==> src/rtl/rv32i_mem_stage_hs.sv <==
// rtl/rv32i_mem_stage_hs.sv - RV32I memory stage with req/ack bus, load alignment, fault and timeout handling
module rv32i_mem_stage_hs #(
  parameter int ADDR_W     = 32,
  parameter int IO_SEL_BIT = 31,
  parameter int TIMEOUT    = 16
) (
  input  logic              clk,
  input  logic              reset,
  input  logic              in_valid,
  input  logic [31:0]       pc_in,
  input  logic [31:0]       iw_in,
  input  logic [ADDR_W-1:0] alu_in,
  input  logic [31:0]       rs2_data_in,
  input  logic              wb_en_in,
  input  logic [4:0]        wb_reg_in,
  output logic              stall_out,
  output logic [ADDR_W-3:0] bus_addr,
  output logic [3:0]        bus_be,
  output logic [31:0]       bus_wdata,
  output logic              bus_we,
  output logic              mem_req,
  output logic              io_req,
  input  logic              mem_ack,
  input  logic              io_ack,
  input  logic [31:0]       mem_rdata,
  input  logic [31:0]       io_rdata,
  output logic              out_valid,
  output logic [31:0]       pc_out,
  output logic [31:0]       iw_out,
  output logic [31:0]       wb_data_out,
  output logic              wb_en_out,
  output logic [4:0]        wb_reg_out,
  output logic              fault_out,
  output logic [1:0]        fault_code,
  output logic              df_mem_enable,
  output logic [4:0]        df_mem_reg,
  output logic [31:0]       df_mem_data
);

  typedef enum logic {S_IDLE, S_WAIT} state_t;

  state_t            state;
  logic [7:0]        cnt;
  logic [ADDR_W-1:0] h_alu;
  logic [2:0]        h_f3;
  logic              h_io, h_load, h_wb_en;
  logic [31:0]       h_pc, h_iw;
  logic [4:0]        h_wb_reg;

  logic [6:0]  opcode;
  logic [2:0]  f3;
  logic [1:0]  size, lane;
  logic        is_load, is_store, is_access, illegal, misaligned, fault;
  logic [1:0]  code;
  logic [3:0]  be;
  logic [31:0] wdata;
  logic        ack_sel;
  logic [31:0] rdata_sel;

  always_comb begin
    opcode     = iw_in[6:0];
    f3         = iw_in[14:12];
    size       = f3[1:0];
    lane       = alu_in[1:0];
    is_load    = (opcode == 7'b0000011);
    is_store   = (opcode == 7'b0100011);
    is_access  = is_load | is_store;
    illegal    = (size == 2'b11);
    misaligned = ((size == 2'b01) && lane[0]) || ((size == 2'b10) && (lane != 2'b00));
    fault      = is_access && (illegal || misaligned);
    code       = illegal ? 2'b11 : 2'b01;
    case (size)
      2'b00:   be = 4'b0001 << lane;
      2'b01:   be = 4'b0011 << lane;
      default: be = 4'b1111;
    endcase
    wdata     = rs2_data_in << {lane, 3'b000};
    ack_sel   = h_io ? io_ack : mem_ack;
    rdata_sel = h_io ? io_rdata : mem_rdata;
  end

  function automatic logic [31:0] load_ext(input logic [31:0] rd, input logic [1:0] ln,
                                           input logic [2:0] fn);
    logic [31:0] s;
    s = rd >> {ln, 3'b000};
    case (fn)
      3'b000:  load_ext = {{24{s[7]}}, s[7:0]};
      3'b100:  load_ext = {24'b0, s[7:0]};
      3'b001:  load_ext = {{16{s[15]}}, s[15:0]};
      3'b101:  load_ext = {16'b0, s[15:0]};
      default: load_ext = s;
    endcase
  endfunction

  assign stall_out     = (state == S_WAIT);
  assign df_mem_enable = out_valid & wb_en_out;
  assign df_mem_reg    = wb_reg_out;
  assign df_mem_data   = wb_data_out;

  always_ff @(posedge clk) begin
    if (reset) begin
      state       <= S_IDLE;
      cnt         <= '0;
      bus_addr    <= '0;
      bus_be      <= '0;
      bus_wdata   <= '0;
      bus_we      <= 1'b0;
      mem_req     <= 1'b0;
      io_req      <= 1'b0;
      h_alu       <= '0;
      h_f3        <= '0;
      h_io        <= 1'b0;
      h_load      <= 1'b0;
      h_wb_en     <= 1'b0;
      h_pc        <= '0;
      h_iw        <= '0;
      h_wb_reg    <= '0;
      out_valid   <= 1'b0;
      pc_out      <= '0;
      iw_out      <= '0;
      wb_data_out <= '0;
      wb_en_out   <= 1'b0;
      wb_reg_out  <= '0;
      fault_out   <= 1'b0;
      fault_code  <= '0;
    end else begin
      out_valid <= 1'b0;
      case (state)
        S_IDLE: begin
          if (in_valid && is_access && !fault) begin
            bus_addr  <= alu_in[ADDR_W-1:2];
            bus_be    <= be;
            bus_wdata <= wdata;
            bus_we    <= is_store;
            mem_req   <= !alu_in[IO_SEL_BIT];
            io_req    <= alu_in[IO_SEL_BIT];
            h_alu     <= alu_in;
            h_f3      <= f3;
            h_io      <= alu_in[IO_SEL_BIT];
            h_load    <= is_load;
            h_wb_en   <= wb_en_in;
            h_pc      <= pc_in;
            h_iw      <= iw_in;
            h_wb_reg  <= wb_reg_in;
            cnt       <= '0;
            state     <= S_WAIT;
          end else if (in_valid) begin
            out_valid   <= 1'b1;
            pc_out      <= pc_in;
            iw_out      <= iw_in;
            wb_data_out <= 32'(alu_in);
            wb_en_out   <= wb_en_in & !fault;
            wb_reg_out  <= wb_reg_in;
            fault_out   <= fault;
            fault_code  <= fault ? code : 2'b00;
          end
        end
        S_WAIT: begin
          // ack is checked first so that an ack on the last allowed cycle still completes cleanly
          if (ack_sel || (cnt == 8'(TIMEOUT - 1))) begin
            mem_req     <= 1'b0;
            io_req      <= 1'b0;
            bus_we      <= 1'b0;
            state       <= S_IDLE;
            out_valid   <= 1'b1;
            pc_out      <= h_pc;
            iw_out      <= h_iw;
            wb_reg_out  <= h_wb_reg;
            wb_data_out <= (ack_sel && h_load) ? load_ext(rdata_sel, h_alu[1:0], h_f3) : 32'(h_alu);
            wb_en_out   <= ack_sel & h_load & h_wb_en;
            fault_out   <= !ack_sel;
            fault_code  <= ack_sel ? 2'b00 : 2'b10;
          end else begin
            cnt <= cnt + 8'd1;
          end
        end
        default: state <= S_IDLE;
      endcase
    end
  end

endmodule

==> config.mk <==
export PLATFORM = sky130hd
export DESIGN_NAME = rv32i_mem_stage_hs
export DESIGN_NICKNAME = d
export VERILOG_FILES = /design/src/rtl/rv32i_mem_stage_hs.sv
export SDC_FILE = /design/constraint.sdc
export NUM_CORES = 1
export LEC_CHECK = 0
export CORE_MARGIN = 2
export CORE_UTILIZATION = 50
export DETAILED_ROUTE_END_ITERATION = 10
export GPL_ROUTABILITY_DRIVEN = 0
export PLACE_DENSITY = 0.87
export SKIP_LAST_GASP = 1
export SYNTH_ARGS = -nofsm -noshare
export SYNTH_HDL_FRONTEND = slang
export SYNTH_SLANG_ARGS = --single-unit
export TNS_END_PERCENT = 5
==> constraint.sdc <==
create_clock -name clk -period 5.9 [get_ports clk]
set_input_delay 0.885 -clock clk [delete_from_list [all_inputs] [get_ports clk]]
set_output_delay 0.885 -clock clk [all_outputs]
set_load 0.01 [all_outputs]
After elaboration in Yosys (flattened, before gate mapping)
Index checks and enable logic that the tools add are counted.
{ "totals": {"ff_bits": 291, "output_inout_bits": 214} }
{ "classes": {"n_addsub": 1, "n_eq_ne": 14, "shifts": 4, "muxes": 53, "bitwise": 6, "reduce_logical": 19} }
{ "ops": {"columns": ["op", "count"], "rows": [
  ["$mux 32", 11],
  ["$pmux 32 s2", 3],
  ["$pmux 32 s4", 1],
  ["$shl 32x5->32", 1],
  ["$shr 32x5->32", 1],
  ["$mux 1", 16],
  ["$mux 8", 2],
  ["$pmux 8 s2", 1],
  ["$mux 5", 3],
  ["$pmux 1 s2", 7],
  ["$mux 2", 6],
  ["$pmux 5 s2", 1],
  ["$add 8x1->8 const B", 1],
  ["$eq 8x4->1 const B", 1],
  ["$ne 2x2->1 const B", 4],
  ["$pmux 4 s2", 1],
  ["$eq 7x2->1 const B", 1],
  ["$eq 7x6->1 const B", 1],
  ["$eq 3x3->1 const B", 2],
  ["$logic_and 1x1->1", 6],
  ["$reduce_and 2->1", 3],
  ["$and 1x1->1", 4],
  ["$eq 2x2->1 const B", 2],
  ["$pmux 2 s2", 1],
  ["13 further kinds", 17]
]} }

Depth between registers and ports, before layout
Gate-level depths: netlist of run 1.
{ "logic_depth": {"depth_word": 10, "depth_mapped": 9, "mapped_depth_nobuf": 6} }

Least setup slack after synthesis of run 1
No wires, ideal clock.
{ "synth_timing": {"kind": "in2reg", "start": "in iw_in[2]", "end": "reg bus_addr[15]", "arrival_ps": 2489, "t_required_ps": 5783, "slack_ps": 3294, "stages": 7, "path_cell_list": "nor4_1 > and3_1 > clkbuf_1 > a21oi_1 > buf_2 > buf_2 > a22o_1"} }
{ "synth_between": {"elab_chain_cells": 6, "elab_cells_between_ends": 8, "classes_between": "eq/ne (2); bitwise (1); reduce/logical (5)"} }
{ "synth_rtl": {"columns": ["element", "line_no", "text"], "rows": [
  ["from (decl)", "11", "input logic [31:0] iw_in,"],
  ["$eq 7x2->1 or $eq 7x6->1 (tied branches)", "65, 66", null],
  ["$or 1x1->1 (*)", "67", "is_access = is_load | is_store;"],
  ["$logic_and 1x1->1", "70", "fault = is_access && (illegal || misaligned);"],
  ["$logic_not 1->1", "130", "if (in_valid && is_access && !fault) begin"],
  ["$logic_and 1x1->1 (*)", "130", null],
  ["$reduce_and 2->1 (no line) (*)", null, null],
  ["to (signal assigned)", "131", "bus_addr <= alu_in[ADDR_W-1:2];"],
  ["to (decl)", "17", "output logic [ADDR_W-3:0] bus_addr,"]
]} }
Mark *: on every way between the ends. The rest lies on a longest branch, timed or not.
A chain may end at the register's enable or synchronous reset.

Final worst setup path of run 1
{ "layout_timing": {"start": "in mem_ack", "end": "reg iw_out[13]"} }
{ "layout_between": {"elab_chain_cells": 4} }
{ "layout_rtl": {"columns": ["element", "line_no", "text"], "rows": [
  ["from (decl)", "23", "input logic mem_ack,"],
  ["$mux 1", "78", "ack_sel = h_io ? io_ack : mem_ack;"],
  ["$logic_or 1x1->1", "160", "if (ack_sel || (cnt == 8'(TIMEOUT - 1))) begin"],
  ["$ne 2x1->1 (no line)", null, null],
  ["$reduce_and 3->1 (no line)", null, null],
  ["to (signal assigned)", "150", "iw_out <= iw_in;"],
  ["to (signal assigned)", "167", "iw_out <= h_iw;"],
  ["to (decl)", "29", "output logic [31:0] iw_out,"]
]} }
No other way between the ends.

==> results.sh, run 1 <==
export IMPL_status="finished, final reports clean"
export IMPL_drt_wl_total_mm=43.6
export IMPL_cp_start_kind="input pin"
export IMPL_relSlewSlack=0.162
export IMPL_slowest_delay_ns=0.72
export IMPL_ir_drop_uv=232
export IMPL_setup_viol=0
export IMPL_cp_end_kind="register"
export IMPL_synth_area_um2=12400
export IMPL_yosysTopAreaCell="dfxtp_1"
export IMPL_drv_slew=0
export IMPL_clk_latency_ns=0.53
export IMPL_dp_hpwl_mm=29.9
export IMPL_synth_seq_cells=257
export IMPL_cts_root_buf="clkbuf_16"
export IMPL_synth_fp_nets=1563
export IMPL_wl_per_cell_um=22.1
export IMPL_hold_path_class="reg -> reg"
export IMPL_drv_cap=0
export IMPL_critical_path_startpoint="mem_ack"
export IMPL_vias=12100
export IMPL_pwr_share_clk=0.423
export IMPL_rows=57
export IMPL_cts_resized=0
export IMPL_power_per_cell_area_nw_per_um2=246
export IMPL_ctsHtreeMaxLevel=1
export IMPL_finalSetupTns_ns=0
export IMPL_postCtsSetupBuffers=0
export IMPL_gr_usage_met3=0.0704
export IMPL_clock_path_buffers=3
export IMPL_viasPerCell=6.13
export IMPL_initial_utilization=0.509
export IMPL_p_int_mw=3.18
export IMPL_yosys_top_cells_area="dfxtp_1 (41%), mux2i_1 (6.0%), a22o_1 (5.9%)"
export IMPL_arrival_ns=4.10
export IMPL_yosysTopAreaCellShare=0.414
export IMPL_ctsHoldBuffers=0
export IMPL_p_switching_mw=1.02
export IMPL_dieArea_um2=26100
export IMPL_cts_tree="built"
export IMPL_timing_final_crit_share=0.635
export IMPL_grt_pass1_wl_mm=65.8
export IMPL_grt_most_used_layer="met2"
export IMPL_ant_nets=0
export IMPL_fin_crit_ns=3.75
export IMPL_grt_pass1_vias=11500
export IMPL_yosysWarnings=0
export IMPL_die_height_um=162
export IMPL_top_level_ports=417
export IMPL_pwr_share_comb=0.142
export IMPL_path_class="in -> reg"
export IMPL_fmax_mhz=267
export IMPL_layout_nets=1832
export IMPL_synthToLayoutAreaGrowth_pct=37.4
export IMPL_coreArea_um2=24400
export IMPL_p_leak_nw=6.00
export IMPL_grt_ovfl_total=0
export IMPL_drtIter0Drc=1251
export IMPL_ys_seq_area_frac=0.414
export IMPL_grtUsageMet1=0.388
export IMPL_path_cells="clkdlybuf4s50_1, mux2_2, a22oi_1, nand2_4, buf_4, nor2_1, a211oi_1"
export IMPL_crit_slowest_cell="a22oi_1"
export IMPL_cts_buffers=26
export IMPL_track_usage=0.317
export IMPL_post_route_drc_count=0
export IMPL_port_buffers=416
export IMPL_grt_setup_unrepaired="false"
export IMPL_cp_required_ns=6.26
export IMPL_hold_viol_final=0
export IMPL_antenna_found_initial=4
export IMPL_synth_edf_count=0
export IMPL_power_frac_seq=0.435
export IMPL_synth_flop_cell="dfxtp_1"
export IMPL_worst_pin_slew_ns=1.25
export IMPL_syn_inst=1359
export IMPL_timing_hold_ws_ns=0.453
export IMPL_syn_avg_cell_area_um2=9.14
export IMPL_dieWidth_um=162
export IMPL_clkSlewWorstSetupHoldPaths_ns=0.07
export IMPL_grt_max_degree=91
export IMPL_use_met2=0.530
export IMPL_drive_gt1_frac=0.0759
export IMPL_crit_fanout=71
export IMPL_hold_path_startpoint="bus_wdata[8]$_SDFFE_PP0P_"
export IMPL_clock_sinks=257
export IMPL_dr_pass1_iters=6
export IMPL_synthArstFlopShare=0
export IMPL_reg2reg_from="stall_out$_SDFF_PP0_"
export IMPL_p_sw_frac=0.243
export IMPL_ys_types=59
export IMPL_skew_ns=0.0107
## worst paths after layout
check,to,slack (ns),cells past startpoint
worst max-delay path,iw_out[13]$_SDFFE_PP0P_,2.15,7
worst min-delay path,bus_wdata[8]$_SDFFE_PP0P_,0.45,2
worst max register to register,h_pc[14]$_SDFFE_PP0P_,2.25,5
worst min register to register,bus_wdata[8]$_SDFFE_PP0P_,0.45,2
## synth_stat cells, drive strengths merged (13+ instances only)
library cell,instances
dfxtp,257
nor2,143
buf,100
a21oi,99
clkbuf,90
a22o,83
nor3,81
a211oi,80
nor2b,78
mux2i,74
nand2,66
mux4,21
a311oi,19
mux2,19
or3,13
## worst max-delay path, delay by kind of cell
family	cells	cell delay, ns
simple gates	2	0.90
compound gates	2	0.79
buf+inv	2	1.02
mux	1	0.50
## stage by stage
| stage | setup WS, ns | cells | util | cell area (µm²) | power, mW |
|---|---|---|---|---|---|
| 6_report | 2.15 | 1974 | 0.700 | 17100 | 4.21 |
| 4_1_cts | 2.18 | 1971 | 0.700 | 17100 | 4.23 |
| 2_1_floorplan | 3.29 | 1359 | - | 12400 | 2.12 |
| 3_3_place_gp | 1.68 | 1924 | 0.662 | 16100 | 2.44 |
| 3_5_place_dp | 1.64 | 1924 | 0.662 | 16100 | 2.45 |
| 5_1_grt | 1.95 | 1973 | 0.700 | 17100 | 4.34 |
## layout by cell type, fill, tap and decap left out, types with 4 or more instances in the layout
cell type        netlist  routed
o21bai_1               8       8
a22o_1                83      83
dfxtp_1              257     254
and3_1                 4       4
a2111oi_0              8       8
a221oi_1               5       5
clkdlybuf4s50_1        0     415
bufinv_16              0       4
nand3_1                8       8
a211oi_1              80      80
and2_1                 8       7
clkbuf_8               0       5
a311oi_1               9       9
clkbuf_16              0      27
o41ai_1                7       7
a21oi_1               99      98
o211ai_1               8       8
nor2b_1               78      78
nand2_1               66      64
a311oi_2              10      10
nor3_1                80      79
o22ai_1                9       9
mux2_2                19      19
nor2_1               143     143
or3_1                 13      13
o21a_1                12      12
inv_1                  5       5
mux2i_1               74      74
a31oi_1                4       4
buf_4                 70      15
o21ai_0                6       6
nand3b_1              10      10
mux4_2                21      21
clkinv_2               0       5
## final cells by class
type                            count  area, µm²
Fill cell                        1875       7320
Clock buffer                       34        752
Inverter                            5       18.8
Multi-Input combinational cell    907       6280
Clock inverter                     13        178
Sequential cell                   257       5150
Tap cell                          324        405
Timing Repair Buffer              431       4280
Antenna cell                        3       7.51
## power groups by stage
stage          registers, mW  logic (mW)  clock network (mW)
2_1_floorplan           1.88       0.241                   0
3_3_place_gp            1.87       0.577                   0
3_5_place_dp            1.87       0.587                   0
4_1_cts                 1.83       0.592                1.81
5_1_grt                 1.83       0.630                1.88
6_report                1.83       0.596                1.78
## logic make-up (layout without fill, tap and decap cells)
group	count (synthesis)	after routing	synth area share
mux	114	114	0.115
simple gates	426	426	0.166
fa+ha+maj	1	1	0.00101
compound gates	364	364	0.219
xor+xnor	2	2	0.00141
flops	257	257	0.414
buf+inv	195	483	0.0839
other cells	0	3	0
## layer usage
layer	wire length [µm]	up-vias
met5	13	-
li1	-	5452
met4	2380	2
met3	4410	160
met1	16200	5725
met2	20600	768
Note: power is estimated with default switching activity, not from simulation.
==> run 2: changes to the inputs <==
--- a/config.mk
+++ b/config.mk
@@ -6,10 +6,10 @@
 export NUM_CORES = 1
 export LEC_CHECK = 0
 export CORE_MARGIN = 2
-export CORE_UTILIZATION = 50
+export CORE_UTILIZATION = 46
 export DETAILED_ROUTE_END_ITERATION = 10
 export GPL_ROUTABILITY_DRIVEN = 0
-export PLACE_DENSITY = 0.87
+export PLACE_DENSITY = 0.81
 export SKIP_LAST_GASP = 1
 export SYNTH_ARGS = -nofsm -noshare
 export SYNTH_HDL_FRONTEND = slang
==> constraint.sdc (replaced) <==
create_clock -name clk -period 3.5 [get_ports clk]
set_input_delay 0.525 -clock clk [delete_from_list [all_inputs] [get_ports clk]]
set_output_delay 0.525 -clock clk [all_outputs]
set_load 0.01 [all_outputs]
==> run 2 against run 1 <==
Against the previous run: die area increased by 8.5%; largest cell class unchanged; critical path type is now reg -> reg; total power grew 70%; sequential share of layout area is 0.47 points lower; non-clock buffer count increased by 19; flip-flop and latch count unchanged; setup slack got worse by 1.4 ns; utilization fell by 5.1 points; highest routed layer is now met4.
==> results.sh, run 2 (synthesized netlist as in run 1, its figures left out) <==
export IMPL_hold_end="h_iw[0]$_SDFFE_PP0P_"
export IMPL_grt_ovfl_total=0
export IMPL_ant_nets=0
export IMPL_p_switching_mw=1.77
export IMPL_worst_pin_slew_ns=1.09
export IMPL_wl_met2_mm=20.1
export IMPL_initial_utilization=0.465
export IMPL_clkSlewWorstSetupHoldPaths_ns=0.06
export IMPL_viasPerCell=5.91
export IMPL_status="finished, final reports clean"
export IMPL_skew_ns=0.0176
export IMPL_layout_nets=1853
export IMPL_dieArea_um2=28300
export IMPL_cts_tree="built"
export IMPL_path_cells="mux4_2, o41ai_4, a31oi_4, a311oi_1"
export IMPL_timing_final_crit_share=0.790
export IMPL_reg2reg_to="df_mem_data[19]$_SDFFE_PP0P_"
export IMPL_ctsHoldBuffers=0
export IMPL_postCtsSetupBuffers=0
export IMPL_dpl_instance_area_um2=16400
export IMPL_fin_total_pwr_mw=7.15
export IMPL_grt_pass1_vias=11500
export IMPL_grt_max_degree=106
export IMPL_ir_drop_uv=372
export IMPL_cp_required_ns=3.92
export IMPL_track_usage=0.291
export IMPL_path_buf_inv=0
export IMPL_synthToLayoutAreaGrowth_pct=39.6
export IMPL_hold_viol_final=0
export IMPL_die_height_um=168
export IMPL_cp_end_kind="register"
export IMPL_n_fill_cell=2145
export IMPL_finalSetupTns_ns=0
export IMPL_p_int_mw=5.38
export IMPL_met1_length_mm=16.4
export IMPL_fin_crit_ns=2.77
export IMPL_setup_viol=0
export IMPL_top_level_ports=417
export IMPL_drt_wl_total_mm=43.2
export IMPL_relSlewSlack=0.272
export IMPL_whs_path_depth=1
export IMPL_wl_per_cell_um=21.4
export IMPL_cts_buffers=28
export IMPL_cts_root_buf="clkbuf_16"
export IMPL_fin_util=0.649
export IMPL_drv_cap=0
export IMPL_place_ws_ns=0.316
export IMPL_path_class="reg -> reg"
export IMPL_dp_cells=1960
export IMPL_hold_path_startpoint="h_iw[0]$_SDFFE_PP0P_"
export IMPL_cp_top_family="compound AO/OA/AOI/OAI gates"
export IMPL_pwr_share_clk=0.427
export IMPL_power_frac_seq=0.431
export IMPL_clk_latency_ns=0.55
export IMPL_cts_resized=0
export IMPL_rows=60
export IMPL_hold_path_class="reg -> reg"
export IMPL_grt_setup_unrepaired="false"
export IMPL_cp_start_kind="register"
export IMPL_fin_ws_ns=0.733
export IMPL_p_leak_nw=6.13
export IMPL_drive_gt1_frac=0.0886
export IMPL_crit_slowest_cell="dfxtp_2"
export IMPL_post_route_drc_count=0
export IMPL_dp_hpwl_mm=30.6
export IMPL_dieWidth_um=168
export IMPL_grt_pass1_wl_mm=65.7
export IMPL_ctsHtreeMaxLevel=1
export IMPL_dr_pass1_iters=6
export IMPL_p_sw_frac=0.247
export IMPL_slowest_delay_ns=0.71
export IMPL_clock_sinks=257
export IMPL_worstRegToRegCells=4
export IMPL_reg2reg_from="bus_addr[29]$_SDFFE_PP0P_"
export IMPL_crit_fanout=22
export IMPL_drtIter0Drc=1198
export IMPL_port_buffers=416
export IMPL_clock_path_buffers=3
export IMPL_power_per_cell_area_nw_per_um2=412
export IMPL_dr_wl_met3_mm=4.54
export IMPL_top_layer_used="met4"
export IMPL_fmax_mhz=361
export IMPL_reg2reg_slack_ns=0.73
export IMPL_timing_hold_ws_ns=0.451
export IMPL_layout_common_cells="clkdlybuf4s50_1 (415), dfxtp_1 (254), nor2_1 (143)"
export IMPL_finalNonFillerCells=2015
export IMPL_antenna_found_initial=3
export IMPL_arrival_ns=3.19
export IMPL_drv_slew=0
export IMPL_vias=11900
export IMPL_coreArea_um2=26700
export IMPL_pwr_share_comb=0.142
export IMPL_layout_commonest_cell="clkdlybuf4s50_1"
export IMPL_finish_instance_area_um2=17300
==> run 2: final cells by class <==
| cell class | count | area [µm²] | area share |
|---|---|---|---|
| sequential | 257 | 5150 | 0.297 |
| timing repair buffer | 450 | 4500 | 0.259 |
| clock buffer | 39 | 833 | 0.0481 |
| multi-input combinational | 907 | 6280 | 0.362 |
| antenna | 3 | 7.51 | 0.000433 |
| tap | 341 | 427 | 0.0246 |
| clock inverter | 13 | 126 | 0.00729 |
| inverter | 5 | 18.8 | 0.00108 |
==> run 2: worst max path at each step <==
stage,start,endpoint,depth (start not counted)
after CTS,bus_addr[29]$_SDFFE_PP0P_,df_mem_data[19]$_SDFFE_PP0P_,4
after floorplan,iw_in[2],bus_addr[15]$_SDFFE_PP0P_,7
after global placement,iw_in[3],bus_wdata[21]$_SDFFE_PP0P_,8
final,bus_addr[29]$_SDFFE_PP0P_,df_mem_data[19]$_SDFFE_PP0P_,4
after global routing,bus_addr[29]$_SDFFE_PP0P_,df_mem_data[16]$_SDFFE_PP0P_,4
after detailed placement,iw_in[3],bus_wdata[15]$_SDFFE_PP0P_,8
==> run 2: power groups by stage <==
stage / clock, mW / combinational [mW] / sequential (mW)
global route: 3.22 / 1.08 / 3.09
global placement: 0 / 0.993 / 3.14
floorplan: 0 / 0.407 / 3.17
CTS: 3.10 / 1.01 / 3.08
finish: 3.05 / 1.02 / 3.08
detailed placement: 0 / 1.01 / 3.14
==> run 2: routing by layer <==
metal	track usage	up-vias
met5	0	-
met2	0.485	694
met3	0.0783	139
met1	0.350	5580
li1	-	5495
met4	0.140	0
==> run 2: worst register-to-register path: cells and delay by family (launching register included) <==
family	cells	cell delay, ns
DFF	1	0.71
muxes	1	0.67
AOI/OAI and AO/OA	3	1.26
==> run 3: changes to the inputs <==
--- a/config.mk
+++ b/config.mk
@@ -6,10 +6,10 @@
 export NUM_CORES = 1
 export LEC_CHECK = 0
 export CORE_MARGIN = 2
-export CORE_UTILIZATION = 46
+export CORE_UTILIZATION = 42
 export DETAILED_ROUTE_END_ITERATION = 10
 export GPL_ROUTABILITY_DRIVEN = 0
-export PLACE_DENSITY = 0.81
+export PLACE_DENSITY = 0.77
 export SKIP_LAST_GASP = 1
 export SYNTH_ARGS = -nofsm -noshare
 export SYNTH_HDL_FRONTEND = slang
==> constraint.sdc (replaced) <==
create_clock -name clk -period 2.3 [get_ports clk]
set_input_delay 0.345 -clock clk [delete_from_list [all_inputs] [get_ports clk]]
set_output_delay 0.345 -clock clk [all_outputs]
set_load 0.01 [all_outputs]
==> run 3 against run 2 <==
Against the previous run: the flow now finishes with violations (negative setup slack); sequential power increased by 52%; register-to-register slack got worse by 0.74 ns; total power increased by 52%; sequential share of layout area decreased by 1.1 points; global-route usage decreased by 0.84 points.
==> results.sh, run 3 (synthesized netlist as in run 1, its figures left out) <==
export IMPL_reg2reg_from="h_alu[0]$_SDFFE_PP0P_"
export IMPL_critical_path_startpoint="h_alu[0]$_SDFFE_PP0P_"
export IMPL_whs_path_depth=2
export IMPL_power_per_cell_area_nw_per_um2=604
export IMPL_dpl_instance_area_um2=17000
export IMPL_port_buffers=416
export IMPL_coreArea_um2=28900
export IMPL_cp_end_kind="register"
export IMPL_p_leak_nw=6.46
export IMPL_reg2reg_slack_ns=-0.009
export IMPL_rows=62
export IMPL_fin_ws_ns=-0.00873
export IMPL_drtIter0Drc=958
export IMPL_layout_common_cells="clkdlybuf4s50_1 (415), dfxtp_1 (254), nor2_1 (143)"
export IMPL_setup_viol=1
export IMPL_drt_wl_total_mm=45.3
export IMPL_dieWidth_um=176
export IMPL_clkSlewWorstSetupHoldPaths_ns=0.06
export IMPL_timing_final_crit_share=1.00
export IMPL_track_usage=0.283
export IMPL_grt_pass1_vias=12100
export IMPL_antenna_found_initial=2
export IMPL_initial_utilization=0.429
export IMPL_cp_required_ns=2.71
export IMPL_drv_slew=0
export IMPL_clock_path_buffers=3
export IMPL_timing_hold_ws_ns=0.188
export IMPL_post_route_drc_count=0
export IMPL_violations="negative setup slack"
export IMPL_wl_per_cell_um=21.4
export IMPL_ctsHoldBuffers=0
export IMPL_relSlewSlack=0.358
export IMPL_hold_path_class="in -> reg"
export IMPL_synthToLayoutAreaGrowth_pct=45.1
export IMPL_dp_hpwl_mm=32.4
export IMPL_clock_sinks=257
export IMPL_cts_root_buf="clkbuf_16"
export IMPL_dieArea_um2=31000
export IMPL_clk_latency_ns=0.55
export IMPL_dp_cells=2059
export IMPL_vias=12000
export IMPL_n_fill_cell=2334
export IMPL_hold_end="cnt[1]$_SDFFE_PP0P_"
export IMPL_worstRegToRegCells=6
export IMPL_grt_max_degree=72
export IMPL_viasPerCell=5.70
export IMPL_skew_ns=0.0153
export IMPL_ant_nets=0
export IMPL_arrival_ns=2.72
export IMPL_ir_drop_uv=474
export IMPL_layout_nets=1911
export IMPL_drive_gt1_frac=0.115
export IMPL_hold_viol_final=0
export IMPL_cts_buffers=28
export IMPL_fmax_mhz=433
export IMPL_drv_cap=0
export IMPL_ctsHtreeMaxLevel=1
export IMPL_dr_pass1_iters=5
export IMPL_grt_pass1_wl_mm=69.2
export IMPL_top_level_ports=417
export IMPL_fin_crit_ns=2.31
export IMPL_finalNonFillerCells=2114
export IMPL_hold_path_startpoint="reset"
export IMPL_grt_setup_unrepaired="true"
export IMPL_finalSetupTns_ns=-0.00873
export IMPL_fin_util=0.623
export IMPL_die_height_um=176
export IMPL_fin_total_pwr_mw=10.9
export IMPL_worst_pin_slew_ns=0.955
export IMPL_grt_ovfl_total=0
export IMPL_cts_tree="built"
export IMPL_status="finished with violations"
export IMPL_path_class="reg -> reg"
export IMPL_reg2reg_to="df_mem_data[8]$_SDFFE_PP0P_"
export IMPL_place_ws_ns=-0.552
export IMPL_finish_instance_area_um2=18000
export IMPL_crit_fanout=7
export IMPL_layout_commonest_cell="clkdlybuf4s50_1"
export IMPL_cp_start_kind="register"
[run 3: changes by cell type in the layout (fill, tap and decap cells not counted), sizes merged]
cell,previous run,this run
buf,35,92
clkinvlp,3,1
bufbuf,0,1
diode,3,2
bufinv,2,4
inv,6,5
[run 3: power breakdown]
| part | switching (mW) | internal (mW) |
|---|---|---|
| sequential | 0.104 | 4.59 |
| clock | 1.84 | 2.73 |
| combinational | 0.718 | 0.903 |
| total | 2.66 | 8.22 |
[run 3: worst max-delay path: stages (launching register included)]
cell       delay, ns
dfxtp_2         0.45
mux2i_1         0.14
mux4_2          0.59
o41ai_4         0.28
buf_4           0.22
a2111oi_0       0.08
o41ai_1         0.42
[run 3: worst max path at each step]
stage / end / cells past startpoint
after floorplan: df_mem_data[25]$_SDFFE_PP0P_ / 7
after global placement: bus_be[2]$_SDFFE_PP0P_ / 8
final: df_mem_data[8]$_SDFFE_PP0P_ / 6
after global routing: df_mem_data[8]$_SDFFE_PP0P_ / 6
after CTS: bus_be[2]$_SDFFE_PP0P_ / 8
after detailed placement: bus_be[2]$_SDFFE_PP0P_ / 8
[run 3: final cells by class]
class | instances | area [µm²] | area share
antenna | 2 | 5.00 | 0.000278
clock buffer | 39 | 752 | 0.0417
clock inverter | 12 | 178 | 0.00986
inverter | 5 | 18.8 | 0.00104
multi-input combinational | 907 | 6290 | 0.349
sequential | 257 | 5150 | 0.286
tap | 384 | 480 | 0.0267
timing repair buffer | 508 | 5150 | 0.286
[run 3: timing repair]
action                     CTS  global route
gates resized for setup      1             2
buffers inserted             1             0
cloned                       1             0
setup endpoints to repair    2             4
pin swaps                    0             0
[run 3: metal layers]
layer  part of all wire  wire [µm]  up-vias  GRT usage
li1                   -          -     5605          -
met4              0.044       2010        0      0.117
met5                  0          0        -          0
met1               0.39      17700     5714      0.340
met3              0.090       4080      118     0.0721
met2               0.47      21500      608      0.482
